$ cat src/rtl/serial_mc_ctrl.sv
// Serial magnitude comparator: compares two WIDTH-bit unsigned operands one nibble per cycle, MSB nibble first.
// Latency: done pulses in the cycle after edge T+k; k = WIDTH/4, or the first unequal nibble index+1 with SERIAL_MC_EARLY_EXIT_EN.
// Backpressure: start is honoured only in IDLE and is ignored while busy; the caller re-presents start once busy drops.
// Optional feature macro: SERIAL_MC_EARLY_EXIT_EN (stop at the first unequal nibble).
module serial_mc_ctrl #(
   parameter int WIDTH = 16,
   localparam int NW = WIDTH / 4,
   localparam int IW = (NW > 1) ? $clog2(NW) : 1
) (
   input  logic             clk,
   input  logic             rst,
   input  logic             start,
   input  logic [WIDTH-1:0] a,
   input  logic [WIDTH-1:0] b,
   output logic             busy,
   output logic             done,
   output logic             a_gt_b,
   output logic             a_eq_b,
   output logic             a_lt_b,
   output logic [IW-1:0]    nib_idx
);

   typedef enum logic [1:0] {IDLE = 2'd0, CMP = 2'd1, DONE = 2'd2} state_t;

   state_t           r_state;
   state_t           w_state_nxt;
   logic [WIDTH-1:0] r_a;
   logic [WIDTH-1:0] r_b;
   logic [IW-1:0]    r_idx;
   logic             r_gt;
   logic             r_eq;
   logic             r_lt;

   logic [WIDTH-1:0] w_sh_a;
   logic [WIDTH-1:0] w_sh_b;
   logic [3:0]       w_nib_a;
   logic [3:0]       w_nib_b;
   logic             w_last;
   logic             w_decided;

   // Shift the selected nibble to the top so one 4-bit slice serves every index.
   assign w_sh_a    = r_a << {r_idx, 2'b00};
   assign w_sh_b    = r_b << {r_idx, 2'b00};
   assign w_nib_a   = w_sh_a[WIDTH-1 -: 4];
   assign w_nib_b   = w_sh_b[WIDTH-1 -: 4];
   assign w_last    = (r_idx == IW'(NW - 1));
   assign w_decided = r_gt | r_lt;

   // State register.
   always_ff @(posedge clk) begin
      if (rst) r_state <= IDLE;
      else     r_state <= w_state_nxt;
   end

   // Next-state logic; DONE always lasts exactly one cycle.
   always_comb begin
      w_state_nxt = r_state;
      unique case (r_state)
         IDLE: if (start) w_state_nxt = CMP;
         CMP: begin
`ifdef SERIAL_MC_EARLY_EXIT_EN
            if ((w_nib_a != w_nib_b) || w_last) w_state_nxt = DONE;
`else
            if (w_last) w_state_nxt = DONE;
`endif
         end
         DONE:    w_state_nxt = IDLE;
         default: w_state_nxt = IDLE;
      endcase
   end

   // Operand capture, nibble walk and sticky result flags.
   always_ff @(posedge clk) begin
      if (rst) begin
         r_a   <= '0;
         r_b   <= '0;
         r_idx <= '0;
         r_gt  <= 1'b0;
         r_eq  <= 1'b0;
         r_lt  <= 1'b0;
      end else begin
         case (r_state)
            IDLE: begin
               if (start) begin
                  r_a   <= a;
                  r_b   <= b;
                  r_idx <= '0;
                  r_gt  <= 1'b0;
                  r_eq  <= 1'b0;
                  r_lt  <= 1'b0;
               end
            end
            CMP: begin
               // Only the first unequal nibble may set a flag.
               if (!w_decided) begin
                  if (w_nib_a > w_nib_b)      r_gt <= 1'b1;
                  else if (w_nib_a < w_nib_b) r_lt <= 1'b1;
                  else if (w_last)            r_eq <= 1'b1;
               end
`ifdef SERIAL_MC_EARLY_EXIT_EN
               if (!w_last && (w_nib_a == w_nib_b)) r_idx <= r_idx + IW'(1);
`else
               if (!w_last) r_idx <= r_idx + IW'(1);
`endif
            end
            default: ;
         endcase
      end
   end

   assign busy    = (r_state != IDLE);
   assign done    = (r_state == DONE);
   assign a_gt_b  = r_gt;
   assign a_eq_b  = r_eq;
   assign a_lt_b  = r_lt;
   assign nib_idx = r_idx;

endmodule

$ cat config.mk
export PLATFORM = sky130hd
export DESIGN_NAME = serial_mc_ctrl
export DESIGN_NICKNAME = d
export VERILOG_FILES = /design/src/rtl/serial_mc_ctrl.sv
export SDC_FILE = /design/constraint.sdc
export NUM_CORES = 1
export LEC_CHECK = 0
export BUFFER_PORTS_ARGS = -buffer_cell sky130_fd_sc_hd__buf_4
export CAP_MARGIN = 20
export CORE_MARGIN = 3
export CORE_UTILIZATION = 55
export CTS_CLUSTER_SIZE = 16
export DETAILED_ROUTE_END_ITERATION = 6
export PLACE_DENSITY = 0.77
export SYNTH_ARGS = -nofsm -noshare
export SYNTH_HDL_FRONTEND = slang
export SYNTH_SLANG_ARGS = --single-unit
export TNS_END_PERCENT = 30
$ cat constraint.sdc
create_clock -name clk -period 3.8 [get_ports clk]
set_clock_uncertainty 0.1 [all_clocks]
set_input_delay 0 -clock clk [delete_from_list [all_inputs] [get_ports clk]]
set_output_delay 0 -clock clk [all_outputs]
set_load 0.1 [all_outputs]
==> out/summary.txt <==
Status -> finished with violations
Violations in the final reports -> design-rule violations
Total global-route track usage -> 40.3%
Dominant combinational cell family by area after synthesis -> simple AND/OR/NAND/NOR gates
Unrepaired setup endpoints after global routing -> no
Sequential fraction of the synthesis area -> 43.9%
Antenna cell count -> 0
Detailed-route DRC error count -> 11
Top post-synthesis cells by count -> nand2_1, dfxtp_1, a21oi_1
Time the worst path needs with I/O delays and setup -> 2.85 ns
Worst vdd ir -> 0.278 mV
Share of the synthesized area in the top cell type -> 43.9%
Post-CTS setup repair buffer count -> 0
Grt total ovfl -> 0
Post-synthesis instance area -> 0.00178 sq mm
Register-to-register path setup slack -> 0.95 ns
Power per cell area -> 341 mW/mm^2
Via/cell ratio -> 6.30
Net count, final -> 343
Slew Limit Headroom -> 25.1%
Metal3 WL -> 807 um
Class of the tightest hold or removal check -> flip-flop to flip-flop
Die X-Extent -> 62.8 um
Post-CTS sizing -> 0
Post-Synthesis Cells -> 201
Number of buffers on the longest clock path -> 2
Layout cell share with drive strength beyond 1 -> 21.1%
Post-Place Cell Area -> 0.00205 sq mm
Global placer's final weighted congestion -> 0.798
Final hold vios -> 0
Die outline height -> 62.8 um
Data required time at the worst endpoint -> 3.96 ns
Antenna violation net count after detailed routing -> 0
Die ar. -> 0.00395 sq mm
Routed length on met2 -> 3500 um
Maximum number of pins on one net before global-route repair -> 38
Post-synth top area cell -> dfxtp_1
Routed wire length -> 7480 um
Via count of the first global-routing pass -> 2252
Fraction of the cycle the final worst path needs -> 75.0%
Syn Nets -> 241
Library cells used by synthesis -> 28
Top cells by area in the synthesized netlist -> dfxtp_1, nand2_1, mux4_2, a21oi_1, ha_1
Clock-pin slew reported for the worst setup and hold paths after clock tree synthesis -> 0.11 ns
Worst skew pair latency -> 0.36 ns
Count of maximum capacitance violations -> 0
Wire length of the first global-routing pass -> 12000 um
Yosys warns -> 0
CTS buffer count -> 5
Post-Syn Area per Cell -> 8.84 sq um
Number of DRC violations after detailed-routing iteration 0 -> 418
Uppermost routed layer -> met4
Crit. End Element -> flip-flop
Fill cell count -> 73
Register bit total from synthesis -> 39
Synth Area in Compound Gates -> 14.6%
Initial DRT Pass Iterations -> 7
Detailed-route wire length per cell -> 21.7 um
CTS tree -> done
Initial antenna violation count -> 0
Setup violations, final -> 0
Crit path arrival time -> 3.01 ns
Final instance area -> 0.00278 sq mm
Dominant cell by count in the synthesized netlist -> nand2_1
Post-synth top flop -> dfxtp_1
Count of final max-slew check failures -> 0
Number of placement rows -> 19
HPWL after detailed placement -> 2710 um
Maximum level of the CTS H-tree -> 2
Number of hold-repair buffers added at the cts stage -> 67
Area inside the core boundary -> 0.00292 sq mm
Reported leakage power -> 1.21 nW
Sink count of the clock tree -> 39
Initial cell density of the core -> 60.8%
Area Growth Syn to Fin -> 56.5%
Synth Area in XOR/XNOR -> 0%
Post-Route M1 WL -> 2560 um
Total number of vias -> 2172
Post-Synth Simple-Gate Area -> 20.8%
CTS root buf -> clkbuf_4
Share of async-settable or async-resettable flops after synthesis -> 0%
Synth Area in Adders -> 3.52%
Number of synthesized flops with an enable pin -> 0
Final setup TNS -> 0 ns
Worst-margin pin slew -> 1.12 ns
Multiplexer share of the synthesized area -> 10.8%
IO buf count -> 41
Peak fanout along the critical path -> 12
Startpoint-to-endpoint class of the critical path -> flip-flop to flip-flop
Max Clk Rate -> 351 MHz
Worst setup SP type -> flip-flop
Number of top-level pins -> 42
cell type report:
type | count | area [sq um] | share of cell area [%]
multi-input combinational | 142 | 882 | 31.7
inverter | 6 | 22.5 | 0.810
clock buffer | 6 | 51.3 | 1.85
clock inverter | 1 | 5.00 | 0.180
timing repair buffer | 109 | 986 | 35.5
tap | 42 | 52.6 | 1.89
sequential | 39 | 781 | 28.1
report_power, final:
group          switching [W]  internal (W)  total (W)
combinational       0.000140      0.000121   0.000261
clock               0.000139     0.0000858   0.000224
sequential         0.0000282      0.000434   0.000462
total               0.000306      0.000641   0.000947
logic make-up after synthesis:
logic type,count (synthesis)
flops,39
compound gates,43
fa+ha+maj,5
simple gates,85
buf+inv,20
mux,9
worst paths after layout:
kind               from     end  depth (start not counted)
min reg2reg      a_eq_b  a_eq_b                          1
max reg2reg  nib_idx[0]  a_gt_b                          6
max          nib_idx[0]  a_gt_b                          6
min              a_eq_b  a_eq_b                          1
worst max-delay path, stage by stage (launching register included):
cell      delay (ns)
dfxtp_1         0.75
mux4_2          0.61
ha_1            0.36
nor2b_1         0.19
o211ai_1        0.33
nand2_1         0.14
a32o_1          0.27
sequential cells by signal, indices dropped and copies added (netlist names):
register / flops
r_a: 16
r_b: 16
nib_idx: 2
r_state: 2
a_eq_b: 1
a_gt_b: 1
a_lt_b: 1
per-layer routing:
metal  vias up  track usage (%)
met4         0             26.2
met1       998             44.6
met5         -                0
li1        882                -
met3        78             11.3
met2       214             67.5
per-stage QoR:
stage                     hold WS, ns  worst slack (ns)  util [%]  std cells  power, W
after floorplan                0.0360             0.709         -        201  0.000586
after global placement          0.146              1.29      70.2        271  0.000628
after detailed placement        0.156              1.22      70.2        271  0.000634
after CTS                       0.418              1.22      95.1        345  0.000899
after global routing            0.429             0.844      95.1        345  0.000972
final                           0.420             0.949      95.1        345  0.000947
cells in the final DEF (no fill, tap or decap):
| cell type | count |
|---|---|
| inv_1 | 6 |
| nor3b_2 | 1 |
| and2b_2 | 2 |
| o21bai_1 | 1 |
| nor3b_4 | 1 |
| a32o_1 | 1 |
| o21a_1 | 1 |
| clkinv_2 | 1 |
| nor3_1 | 1 |
| o211ai_1 | 1 |
| mux4_2 | 8 |
| nor2b_1 | 1 |
| nand3b_1 | 1 |
| a22oi_1 | 2 |
| nand2_1 | 67 |
| clkbuf_8 | 1 |
| clkbuf_4 | 5 |
| dlygate4sd3_1 | 67 |
| and3_2 | 1 |
| nand2b_1 | 1 |
| o21ai_0 | 1 |
| buf_4 | 42 |
| nor2_1 | 8 |
| mux2_2 | 1 |
| ha_1 | 5 |
| a21oi_1 | 34 |
| a2111oi_4 | 1 |
| nand4_1 | 1 |
| a22o_1 | 1 |
| dfxtp_1 | 39 |
(Power assumes the default switching activity.)
